--- src/rtl/arm_pkg.sv ---
// Shared definitions for the ARM decode stage: ALU command codes, instruction
// field encodings, condition codes, status-bit positions and the ID/EX
// register layout.
package arm_pkg;

  // ALU commands driven to the execute stage
  localparam logic [3:0] EXE_NOP = 4'b0000;
  localparam logic [3:0] EXE_MOV = 4'b0001;
  localparam logic [3:0] EXE_ADD = 4'b0010;
  localparam logic [3:0] EXE_ADC = 4'b0011;
  localparam logic [3:0] EXE_SUB = 4'b0100;
  localparam logic [3:0] EXE_SBC = 4'b0101;
  localparam logic [3:0] EXE_AND = 4'b0110;
  localparam logic [3:0] EXE_ORR = 4'b0111;
  localparam logic [3:0] EXE_EOR = 4'b1000;
  localparam logic [3:0] EXE_MVN = 4'b1001;

  // Data-processing opcodes, instruction bits [24:21]
  localparam logic [3:0] OP_AND = 4'b0000;
  localparam logic [3:0] OP_EOR = 4'b0001;
  localparam logic [3:0] OP_SUB = 4'b0010;
  localparam logic [3:0] OP_ADD = 4'b0100;
  localparam logic [3:0] OP_ADC = 4'b0101;
  localparam logic [3:0] OP_SBC = 4'b0110;
  localparam logic [3:0] OP_TST = 4'b1000;
  localparam logic [3:0] OP_CMP = 4'b1010;
  localparam logic [3:0] OP_ORR = 4'b1100;
  localparam logic [3:0] OP_MOV = 4'b1101;
  localparam logic [3:0] OP_MVN = 4'b1111;

  // Instruction class, bits [27:26]
  typedef enum logic [1:0] {
    MODE_DP  = 2'b00,
    MODE_MEM = 2'b01,
    MODE_BR  = 2'b10,
    MODE_RSV = 2'b11
  } mode_e;

  // Condition field, bits [31:28]
  typedef enum logic [3:0] {
    COND_EQ = 4'h0, COND_NE = 4'h1, COND_CS = 4'h2, COND_CC = 4'h3,
    COND_MI = 4'h4, COND_PL = 4'h5, COND_VS = 4'h6, COND_VC = 4'h7,
    COND_HI = 4'h8, COND_LS = 4'h9, COND_GE = 4'hA, COND_LT = 4'hB,
    COND_GT = 4'hC, COND_LE = 4'hD, COND_AL = 4'hE, COND_NV = 4'hF
  } cond_e;

  // Bit positions inside the {N,Z,C,V} status word
  localparam int SR_N = 3;
  localparam int SR_Z = 2;
  localparam int SR_C = 1;
  localparam int SR_V = 0;

  // Execute-stage controls; zeroing this struct yields a bubble
  typedef struct packed {
    logic       wb_en;
    logic       mem_r_en;
    logic       mem_w_en;
    logic       b;
    logic       s;
    logic [3:0] exe_cmd;
  } ctrl_t;

  // Operand and field payload carried across the ID/EX boundary
  typedef struct packed {
    logic [31:0] val_rn;
    logic [31:0] val_rm;
    logic [31:0] pc;
    logic        imm;
    logic [11:0] shift_operand;
    logic [23:0] signed_imm_24;
    logic [3:0]  dest;
  } idex_data_t;

  // True when the condition field is satisfied by the current flags
  function automatic logic cond_pass(input logic [3:0] cond, input logic [3:0] sr);
    logic n, z, c, v, pass;
    n = sr[SR_N];
    z = sr[SR_Z];
    c = sr[SR_C];
    v = sr[SR_V];
    case (cond_e'(cond))
      COND_EQ: pass = z;
      COND_NE: pass = !z;
      COND_CS: pass = c;
      COND_CC: pass = !c;
      COND_MI: pass = n;
      COND_PL: pass = !n;
      COND_VS: pass = v;
      COND_VC: pass = !v;
      COND_HI: pass = c && !z;
      COND_LS: pass = !c || z;
      COND_GE: pass = (n == v);
      COND_LT: pass = (n != v);
      COND_GT: pass = !z && (n == v);
      COND_LE: pass = z || (n != v);
      COND_AL: pass = 1'b1;
      default: pass = 1'b0;
    endcase
    return pass;
  endfunction

endpackage

--- src/rtl/register_file.sv ---
// Two-read / one-write register file for R0..R(NUM_REGS-1). Addresses at or
// above NUM_REGS read as the PC; writes there are dropped. A read that hits
// the register being written this cycle sees the new value.
module register_file
  import arm_pkg::*;
#(
  parameter int NUM_REGS = 15
) (
  input  logic        clk,
  input  logic        rst,
  input  logic        i_we,
  input  logic [3:0]  i_waddr,
  input  logic [31:0] i_wdata,
  input  logic [3:0]  i_raddr1,
  input  logic [3:0]  i_raddr2,
  input  logic [31:0] i_pc,
  output logic [31:0] o_rdata1,
  output logic [31:0] o_rdata2
);

  localparam logic [3:0] PC_ADDR = 4'(NUM_REGS);

  logic [31:0] r_regs [NUM_REGS];
  logic        w_wr_hit;

  assign w_wr_hit = i_we && (i_waddr < PC_ADDR);

  // Register storage: cleared on reset, written on the rising edge
  // NOTE: the array is small and architecturally defined as zero after reset,
  // so it is flops with an async clear rather than an inferred RAM.
  always_ff @(posedge clk or posedge rst) begin
    if (rst) begin
      for (int i = 0; i < NUM_REGS; i++) begin
        r_regs[i] <= '0;
      end
    end else if (w_wr_hit) begin
      // NOTE: non-blocking assignment keeps every flop update on the edge
      // independent of evaluation order between always_ff blocks.
      r_regs[i_waddr] <= i_wdata;
    end
  end

  // Read port 1: PC alias, then write-through, then stored value
  always_comb begin
    // NOTE: default first so every path assigns the output and no latch forms.
    o_rdata1 = '0;
    if (i_raddr1 >= PC_ADDR)                  o_rdata1 = i_pc;
    else if (w_wr_hit && i_waddr == i_raddr1) o_rdata1 = i_wdata;
    else                                      o_rdata1 = r_regs[i_raddr1];
  end

  // Read port 2: same priority as port 1
  always_comb begin
    o_rdata2 = '0;
    if (i_raddr2 >= PC_ADDR)                  o_rdata2 = i_pc;
    else if (w_wr_hit && i_waddr == i_raddr2) o_rdata2 = i_wdata;
    else                                      o_rdata2 = r_regs[i_raddr2];
  end

endmodule

--- src/rtl/id_stage.sv ---
// ARM instruction-decode stage: decodes data-processing, memory and branch
// formats, gates them with the condition check, reads operands and registers
// the result into the ID/EX boundary.
module id_stage
  import arm_pkg::*;
#(
  parameter int NUM_REGS = 15
) (
  input  logic        clk,
  input  logic        rst,
  input  logic        freeze,
  input  logic        flush,
  input  logic        hazard,
  input  logic [31:0] PC_in,
  input  logic [31:0] Instruction,
  input  logic [3:0]  SR,
  input  logic        WB_WB_EN,
  input  logic [3:0]  WB_Dest,
  input  logic [31:0] WB_Value,
  output logic        WB_EN,
  output logic        MEM_R_EN,
  output logic        MEM_W_EN,
  output logic        B,
  output logic        S,
  output logic [3:0]  EXE_CMD,
  output logic [31:0] Val_Rn,
  output logic [31:0] Val_Rm,
  output logic [31:0] PC,
  output logic        imm,
  output logic [11:0] Shift_operand,
  output logic [23:0] Signed_imm_24,
  output logic [3:0]  Dest,
  output logic [3:0]  src1,
  output logic [3:0]  src2,
  output logic        Two_src
);

  mode_e       w_mode;
  logic        w_i_bit;
  logic        w_s_bit;
  logic [3:0]  w_opcode;
  logic [3:0]  w_rn;
  logic [3:0]  w_rd;
  logic [3:0]  w_rm;
  logic        w_is_store;
  logic        w_cond_ok;
  logic [31:0] w_val_rn;
  logic [31:0] w_val_rm;
  ctrl_t       w_dec;
  ctrl_t       w_ctrl;
  idex_data_t  w_data;
  ctrl_t       r_ctrl;
  idex_data_t  r_data;

  assign w_mode    = mode_e'(Instruction[27:26]);
  assign w_i_bit   = Instruction[25];
  assign w_opcode  = Instruction[24:21];
  assign w_s_bit   = Instruction[20];
  assign w_rn      = Instruction[19:16];
  assign w_rd      = Instruction[15:12];
  assign w_rm      = Instruction[3:0];
  assign w_cond_ok = cond_pass(Instruction[31:28], SR);

  // The hazard unit needs the store's data register before the condition is
  // known, so the store decision here ignores the condition field.
  assign w_is_store = (w_mode == MODE_MEM) && !w_s_bit;
  assign src1       = w_rn;
  assign src2       = w_is_store ? w_rd : w_rm;
  assign Two_src    = (w_mode != MODE_BR) && (!w_i_bit || w_is_store);

  register_file #(
    .NUM_REGS(NUM_REGS)
  ) u_register_file (
    .clk      (clk),
    .rst      (rst),
    .i_we     (WB_WB_EN),
    .i_waddr  (WB_Dest),
    .i_wdata  (WB_Value),
    .i_raddr1 (src1),
    .i_raddr2 (src2),
    .i_pc     (PC_in),
    .o_rdata1 (w_val_rn),
    .o_rdata2 (w_val_rm)
  );

  // Format decode into execute controls, before the condition check
  always_comb begin
    w_dec = '0;
    case (w_mode)
      MODE_DP: begin
        w_dec.wb_en = 1'b1;
        w_dec.s     = w_s_bit;
        case (w_opcode)
          OP_MOV: w_dec.exe_cmd = EXE_MOV;
          OP_MVN: w_dec.exe_cmd = EXE_MVN;
          OP_ADD: w_dec.exe_cmd = EXE_ADD;
          OP_ADC: w_dec.exe_cmd = EXE_ADC;
          OP_SUB: w_dec.exe_cmd = EXE_SUB;
          OP_SBC: w_dec.exe_cmd = EXE_SBC;
          OP_AND: w_dec.exe_cmd = EXE_AND;
          OP_ORR: w_dec.exe_cmd = EXE_ORR;
          OP_EOR: w_dec.exe_cmd = EXE_EOR;
          OP_CMP: begin
            w_dec.exe_cmd = EXE_SUB;
            w_dec.wb_en   = 1'b0;
          end
          OP_TST: begin
            w_dec.exe_cmd = EXE_AND;
            w_dec.wb_en   = 1'b0;
          end
          default: w_dec = '0;
        endcase
      end
      MODE_MEM: begin
        w_dec.exe_cmd = EXE_ADD;
        if (w_s_bit) begin
          w_dec.wb_en    = 1'b1;
          w_dec.mem_r_en = 1'b1;
          w_dec.s        = 1'b1;
        end else begin
          w_dec.mem_w_en = 1'b1;
        end
      end
      MODE_BR: w_dec.b = 1'b1;
      default: w_dec = '0;
    endcase
  end

  // A failed condition kills every side effect but leaves the ALU command
  always_comb begin
    w_ctrl = w_dec;
    if (!w_cond_ok) begin
      w_ctrl.wb_en    = 1'b0;
      w_ctrl.mem_r_en = 1'b0;
      w_ctrl.mem_w_en = 1'b0;
      w_ctrl.b        = 1'b0;
      w_ctrl.s        = 1'b0;
    end
  end

  assign w_data = '{
    val_rn:        w_val_rn,
    val_rm:        w_val_rm,
    pc:            PC_in,
    imm:           w_i_bit,
    shift_operand: Instruction[11:0],
    signed_imm_24: Instruction[23:0],
    dest:          w_rd
  };

  // ID/EX register: flush beats freeze, freeze beats hazard bubble
  always_ff @(posedge clk or posedge rst) begin
    if (rst) begin
      r_ctrl <= '0;
      r_data <= '0;
    end else if (flush) begin
      r_ctrl <= '0;
      r_data <= w_data;
    end else if (!freeze) begin
      r_ctrl <= hazard ? '0 : w_ctrl;
      r_data <= w_data;
    end
  end

  assign WB_EN         = r_ctrl.wb_en;
  assign MEM_R_EN      = r_ctrl.mem_r_en;
  assign MEM_W_EN      = r_ctrl.mem_w_en;
  assign B             = r_ctrl.b;
  assign S             = r_ctrl.s;
  assign EXE_CMD       = r_ctrl.exe_cmd;
  assign Val_Rn        = r_data.val_rn;
  assign Val_Rm        = r_data.val_rm;
  assign PC            = r_data.pc;
  assign imm           = r_data.imm;
  assign Shift_operand = r_data.shift_operand;
  assign Signed_imm_24 = r_data.signed_imm_24;
  assign Dest          = r_data.dest;

endmodule

--- config.mk ---
export PLATFORM = sky130hd
export DESIGN_NAME = id_stage
export DESIGN_NICKNAME = d
export VERILOG_FILES = /design/src/rtl/arm_pkg.sv /design/src/rtl/register_file.sv /design/src/rtl/id_stage.sv
export SDC_FILE = /design/constraint.sdc
export NUM_CORES = 2
export LEC_CHECK = 0
export ABC_AREA = 1
export ABC_CLOCK_PERIOD_IN_PS = 21700
export CAP_MARGIN = 20
export CELL_PAD_IN_SITES_DETAIL_PLACEMENT = 1
export CELL_PAD_IN_SITES_GLOBAL_PLACEMENT = 2
export CORE_ASPECT_RATIO = 1.75
export CORE_MARGIN = 2
export CORE_UTILIZATION = 35
export CTS_BUF_LIST = sky130_fd_sc_hd__clkbuf_4 sky130_fd_sc_hd__clkbuf_8 sky130_fd_sc_hd__clkbuf_16
export DETAILED_ROUTE_END_ITERATION = 10
export GPL_TIMING_DRIVEN = 0
export PLACE_DENSITY_LB_ADDON = 0.05
export SYNTH_ARGS = -nofsm -noshare
export SYNTH_HDL_FRONTEND = slang
export SYNTH_HIERARCHICAL = 1
export SYNTH_SLANG_ARGS = --single-unit
export TNS_END_PERCENT = 5
--- constraint.sdc ---
create_clock -name clk -period 21.7 [get_ports clk]
set_input_delay 2.17 -clock clk [delete_from_list [all_inputs] [get_ports clk]]
set_output_delay 2.17 -clock clk [all_outputs]
set_load 0.02 [all_outputs]
Yosys cells after proc, flatten, opt, wreduce, memory -nomap -nowiden
Index checks and enable logic that the tools add are counted.
Widths: inputs -> output; s select.
{"block": "word_totals", "word_cells": 124, "input_bits": 110, "ff_bits": 626}
{"block": "classes", "order_cmp": 7, "bitwise": 3, "n_reduce_logical": 24, "mux": 30, "n_eq_ne": 32}
{"operator": "$bwmux 480", "n": 1}
{"operator": "$mux 32", "n": 9}
{"operator": "$mux 137", "n": 2}
{"operator": "$bmux 32 s4", "n": 2}
{"operator": "$demux 32 s4", "n": 1}
{"operator": "$eq 4x4->1 const B", "n": 12}
{"operator": "$pmux 4 s9", "n": 1}
{"operator": "$eq 4x3->1 const B", "n": 7}
{"operator": "$mux 9", "n": 3}
{"operator": "$ge 5x5->1 const B", "n": 3}
{"operator": "$not 4->5", "n": 3}
{"operator": "$pmux 1 s15", "n": 1}
{"operator": "$eq 4x2->1 const B", "n": 3}
{"operator": "$reduce_or 11->1", "n": 1}
{"operator": "$pmux 5 s2", "n": 1}
{"operator": "$reduce_or 9->1", "n": 1}
{"operator": "$eq 4x1->1 const B", "n": 2}
{"operator": "$eq 4x4->1", "n": 2}
{"operator": "$ge 4x4->1 const B", "n": 2}
{"operator": "$logic_and 1x1->1", "n": 8}
{"operator": "$logic_not 4->1", "n": 2}
{"operator": "$logic_not 1->1", "n": 6}
{"operator": "$pmux 3 s2", "n": 1}
{"operator": "$lt 5x1->1 const B", "n": 1}
{"operator": "15 further kinds", "n": 21}

Depth between registers and ports, before layout
{"block": "depth", "ltp_word": 11, "depth_mapped": 19, "depth_no_buf": 17}

Modules after synthesis
The synthesis kept the hierarchy.
{"mod": "register_file", "seq_area_each_um2": 12011.5, "cells_per_inst": 4484, "instances": 1, "area_per_inst_um2": 28483.6}
{"mod": "id_stage", "seq_area_each_um2": 3253.1, "cells_per_inst": 663, "instances": 1, "area_per_inst_um2": 5464.0}

Worst setup path after synthesis
Ideal clock, no wire load.
{"block": "synth_path", "path_type": "input to output", "from": "input port Instruction[26]", "to": "output port src2[0]", "path_buffers": 1, "arrival_time_ps": 3246, "required_time_ps": 19530, "path_stages": 3, "slack_ps": 16284, "cell_sequence": "buf_4 > nand3_1 > o21ai_0"}
{"block": "synth_between", "elab_chain_len": 3}
{"element": "start: declaration", "line": "id_stage.sv:15", "source": "input logic [31:0] Instruction,"}
{"element": "$eq 2x1->1", "line": "id_stage.sv:66", "source": "assign w_is_store = (w_mode == MODE_MEM) && !w_s_bit;"}
{"element": "$logic_and 1x1->1", "line": "id_stage.sv:66"}
{"element": "$mux 4", "line": "id_stage.sv:68", "source": "assign src2 = w_is_store ? w_rd : w_rm;"}
{"element": "end: declaration", "line": "id_stage.sv:34", "source": "output logic [3:0] src2,"}
No other way between the ends.

Final worst setup path
{"block": "layout_path", "from": "input port Instruction[27]", "to": "output port src2[3]"}
The elaborated chain is that of the path after synthesis.

==> out/summary.txt <==
Hold Buf Count CTS -> 0
Crit-path max FO -> 10
Clock sinks -> 610
Nets@finish -> 5599
Final HPWL DP -> 137 mm
CP max stage delay -> 0.68 ns
Most common cell on crit path -> clkdlybuf4s50_1
GRT overflow -> 0
Crit path kind -> input port to output pin
R2r setup slk -> 20.01 ns
Total GRT Usage -> 35.3%
Worst clock skew -> 0.0311 ns
Worst r2r src -> u_register_file/r_regs[479]
Core ar. -> 96500 sq um
Hold Crit Start -> Val_Rn[28]
Fmax -> 0.155 GHz
Die H -> 416 um
Share of cells above drive strength 1 -> 4.61%
Max clock buf depth -> 3
Clock Pin Slew Worst Setup and Hold Paths -> 0.06 ns
Worst min path class -> flip-flop to flip-flop
Vias in the first global route -> 37100
Syn avg cell area -> 6.60 sq um
Slew HR -> 13.8%
Final count of hold timing violations -> 0
First-pass GRT wire length -> 252 mm
Worst slack, placed -> 15.14 ns
IO Count -> 265
CTS tree -> built
Net Count, Synth -> 5257
Largest net degree at the start of global routing -> 116
Syn Inst Count -> 5147
Max Cap Viol -> 0
Vias -> 35700
Count leader, synth -> nand2_1
Largest cells by area after synthesis -> dfrtp_1 45%, nand2_1 29%, nand3_1 5.9%
WL/cell -> 25.6 um
Routed wire length -> 175 mm
Critical path required time -> 19.53 ns
Initial DRC Count -> 2199
Initial core utilization -> 35.2%
Distinct cells, synth -> 32
Row cnt -> 151
Post-synth top flop -> dfrtp_1
PortBufs -> 260
H-tree depth -> 3
Synth-to-Final Area Change -> 20.1%
Post-synth EDFFs -> 0
Peak VDD IR -> 0.0668 mV
Clock Tree Root -> clkbuf_16
Synth async-reset ratio -> 100%
Yosys top cell area share -> 45.0%
Initial antenna violation count -> 3
Seq/Total Area, Yosys -> 45.0%
Worst Max-Slew Pin Slew -> 1.29 ns
CP Launch Type -> input port
Die Width -> 239 um
Post-synth top cells -> 2593 x nand2_1, 610 x dfrtp_1, 421 x inv_1
Cell Area, Synth -> 33900 sq um
CP Capture Type -> output pin
DRC -> 0
Final Util -> 42.2%
Slowest cell on crit path -> clkdlybuf4s50_1
Cts repair resizes -> 0
DRT Pass-1 Iters -> 5
Final period utilization -> 29.8%
DR vias/cell -> 5.22
Ys Warns -> 6
Setup WS post-layout -> 15.24 ns
Die Area -> 99600 sq um
Critical path launch point -> Instruction[27]
Final ANT Viol Nets -> 0
Final setup violation count -> 0
Postcts setup bufs -> 0
Min Clock Period, post-route -> 6.46 ns
Max Slew Vio Count -> 0
WP data arrival -> 4.29 ns
Yosys reg bits -> 610
CTS Buf Count -> 66
Yosys top cell by area -> dfrtp_1
RSZ-0062 raised after global routing -> no
RD Place Congestion -> 0.963
Outcome -> finished, final reports clean
Clock latency on the worst-skew pair -> 0.67 ns
CP Cell Sequence -> clkdlybuf4s50_1, inv_1, nand3_1, o21ai_0, clkdlybuf4s50_1
Pwr dens -> 91.5 nW/um^2
Lkg Pwr -> 20.8 nW
-- cell type report --
class,instances,area [sq um]
antenna,1,2.50
buffer,361,1550
clock buffer,90,1980
clock inverter,26,343
fill,12500,55800
inverter,429,1620
multi-input combinational,3747,15500
sequential,610,15300
tap,1300,1630
timing repair buffer,274,2850
-- state kept, by name, summed over array words and instances, names as in the netlist --
| signal | cells |
|---|---|
| Signed_imm_24 | 13 |
| imm | 1 |
| Val_Rm | 32 |
| EXE_CMD | 4 |
| Shift_operand | 11 |
| B | 1 |
| MEM_R_EN | 1 |
| MEM_W_EN | 1 |
| Val_Rn | 32 |
| S | 1 |
| WB_EN | 1 |
| u_register_file/r_regs | 480 |
| PC | 32 |
-- logic make-up after synthesis --
| family | share of synthesized area [%] |
|---|---|
| buffers and inverters | 9.32 |
| flip-flops | 45.0 |
| AO/OA/AOI/OAI | 8.22 |
| AND/OR/NAND/NOR | 37.5 |
-- layout by cell type (no fill, tap or decap), drive strengths merged, types with 8 or more instances in the layout --
cell type         n
dfrtp           610
nor2            126
nor3              9
nand3           399
bufinv            8
clkbuf          307
clkdlybuf4s50   260
clkinv           17
inv             428
buf             158
o21ai           543
nand2          2594
nand4            66
-- metrics by stage --
stage                     hold WS (ns)  setup TNS (ns)  area, sq um  instances  total power, mW
after floorplan                  0.453               0        33900       5147             2.06
after global placement           0.461         -550.94        38200       6707             2.44
after detailed placement         0.464               0        38400       6721             2.47
after CTS                        0.481               0        40800       6837             3.75
after global routing             0.499               0        40800       6837             3.92
final                            0.476               0        40800       6838             3.73
-- per-layer routing --
layer / track usage [%] / vias up / part of all wire [%]
met5: 0 / - / 0
met4: 23.1 / 0 / 7.5
met3: 5.07 / 510 / 5.4
met2: 62.0 / 1226 / 49
met1: 39.4 / 17300 / 38
li1: - / 16600 / -
-- worst paths after layout --
kind                       depth (start not counted)                     endpoint
max                                                5                      src2[3]
min                                                2                   Val_Rn[28]
max reg2reg                                       10                   Val_Rn[31]
min reg2reg                                        2                   Val_Rn[28]
max in group asynchronous                          4  u_register_file/r_regs[388]
min in group asynchronous                          2                   Val_Rm[23]
-- worst max-delay path, delay by kind of cell --
| family | cells | cell delay (ns) |
|---|---|---|
| buf+inv | 3 | 1.27 |
| compound gates | 1 | 0.46 |
| simple gates | 1 | 0.39 |
-- power by group --
| part | internal, mW | total (mW) | leakage (nW) | switching, mW |
|---|---|---|---|---|
| logic | 0.317 | 0.980 | 12.1 | 0.663 |
| registers | 1.36 | 1.49 | 7.61 | 0.133 |
| clock network | 0.734 | 1.26 | 1.16 | 0.523 |
| total | 2.41 | 3.73 | 20.8 | 1.32 |
No activity file was read; power rests on OpenSTA's default activity.
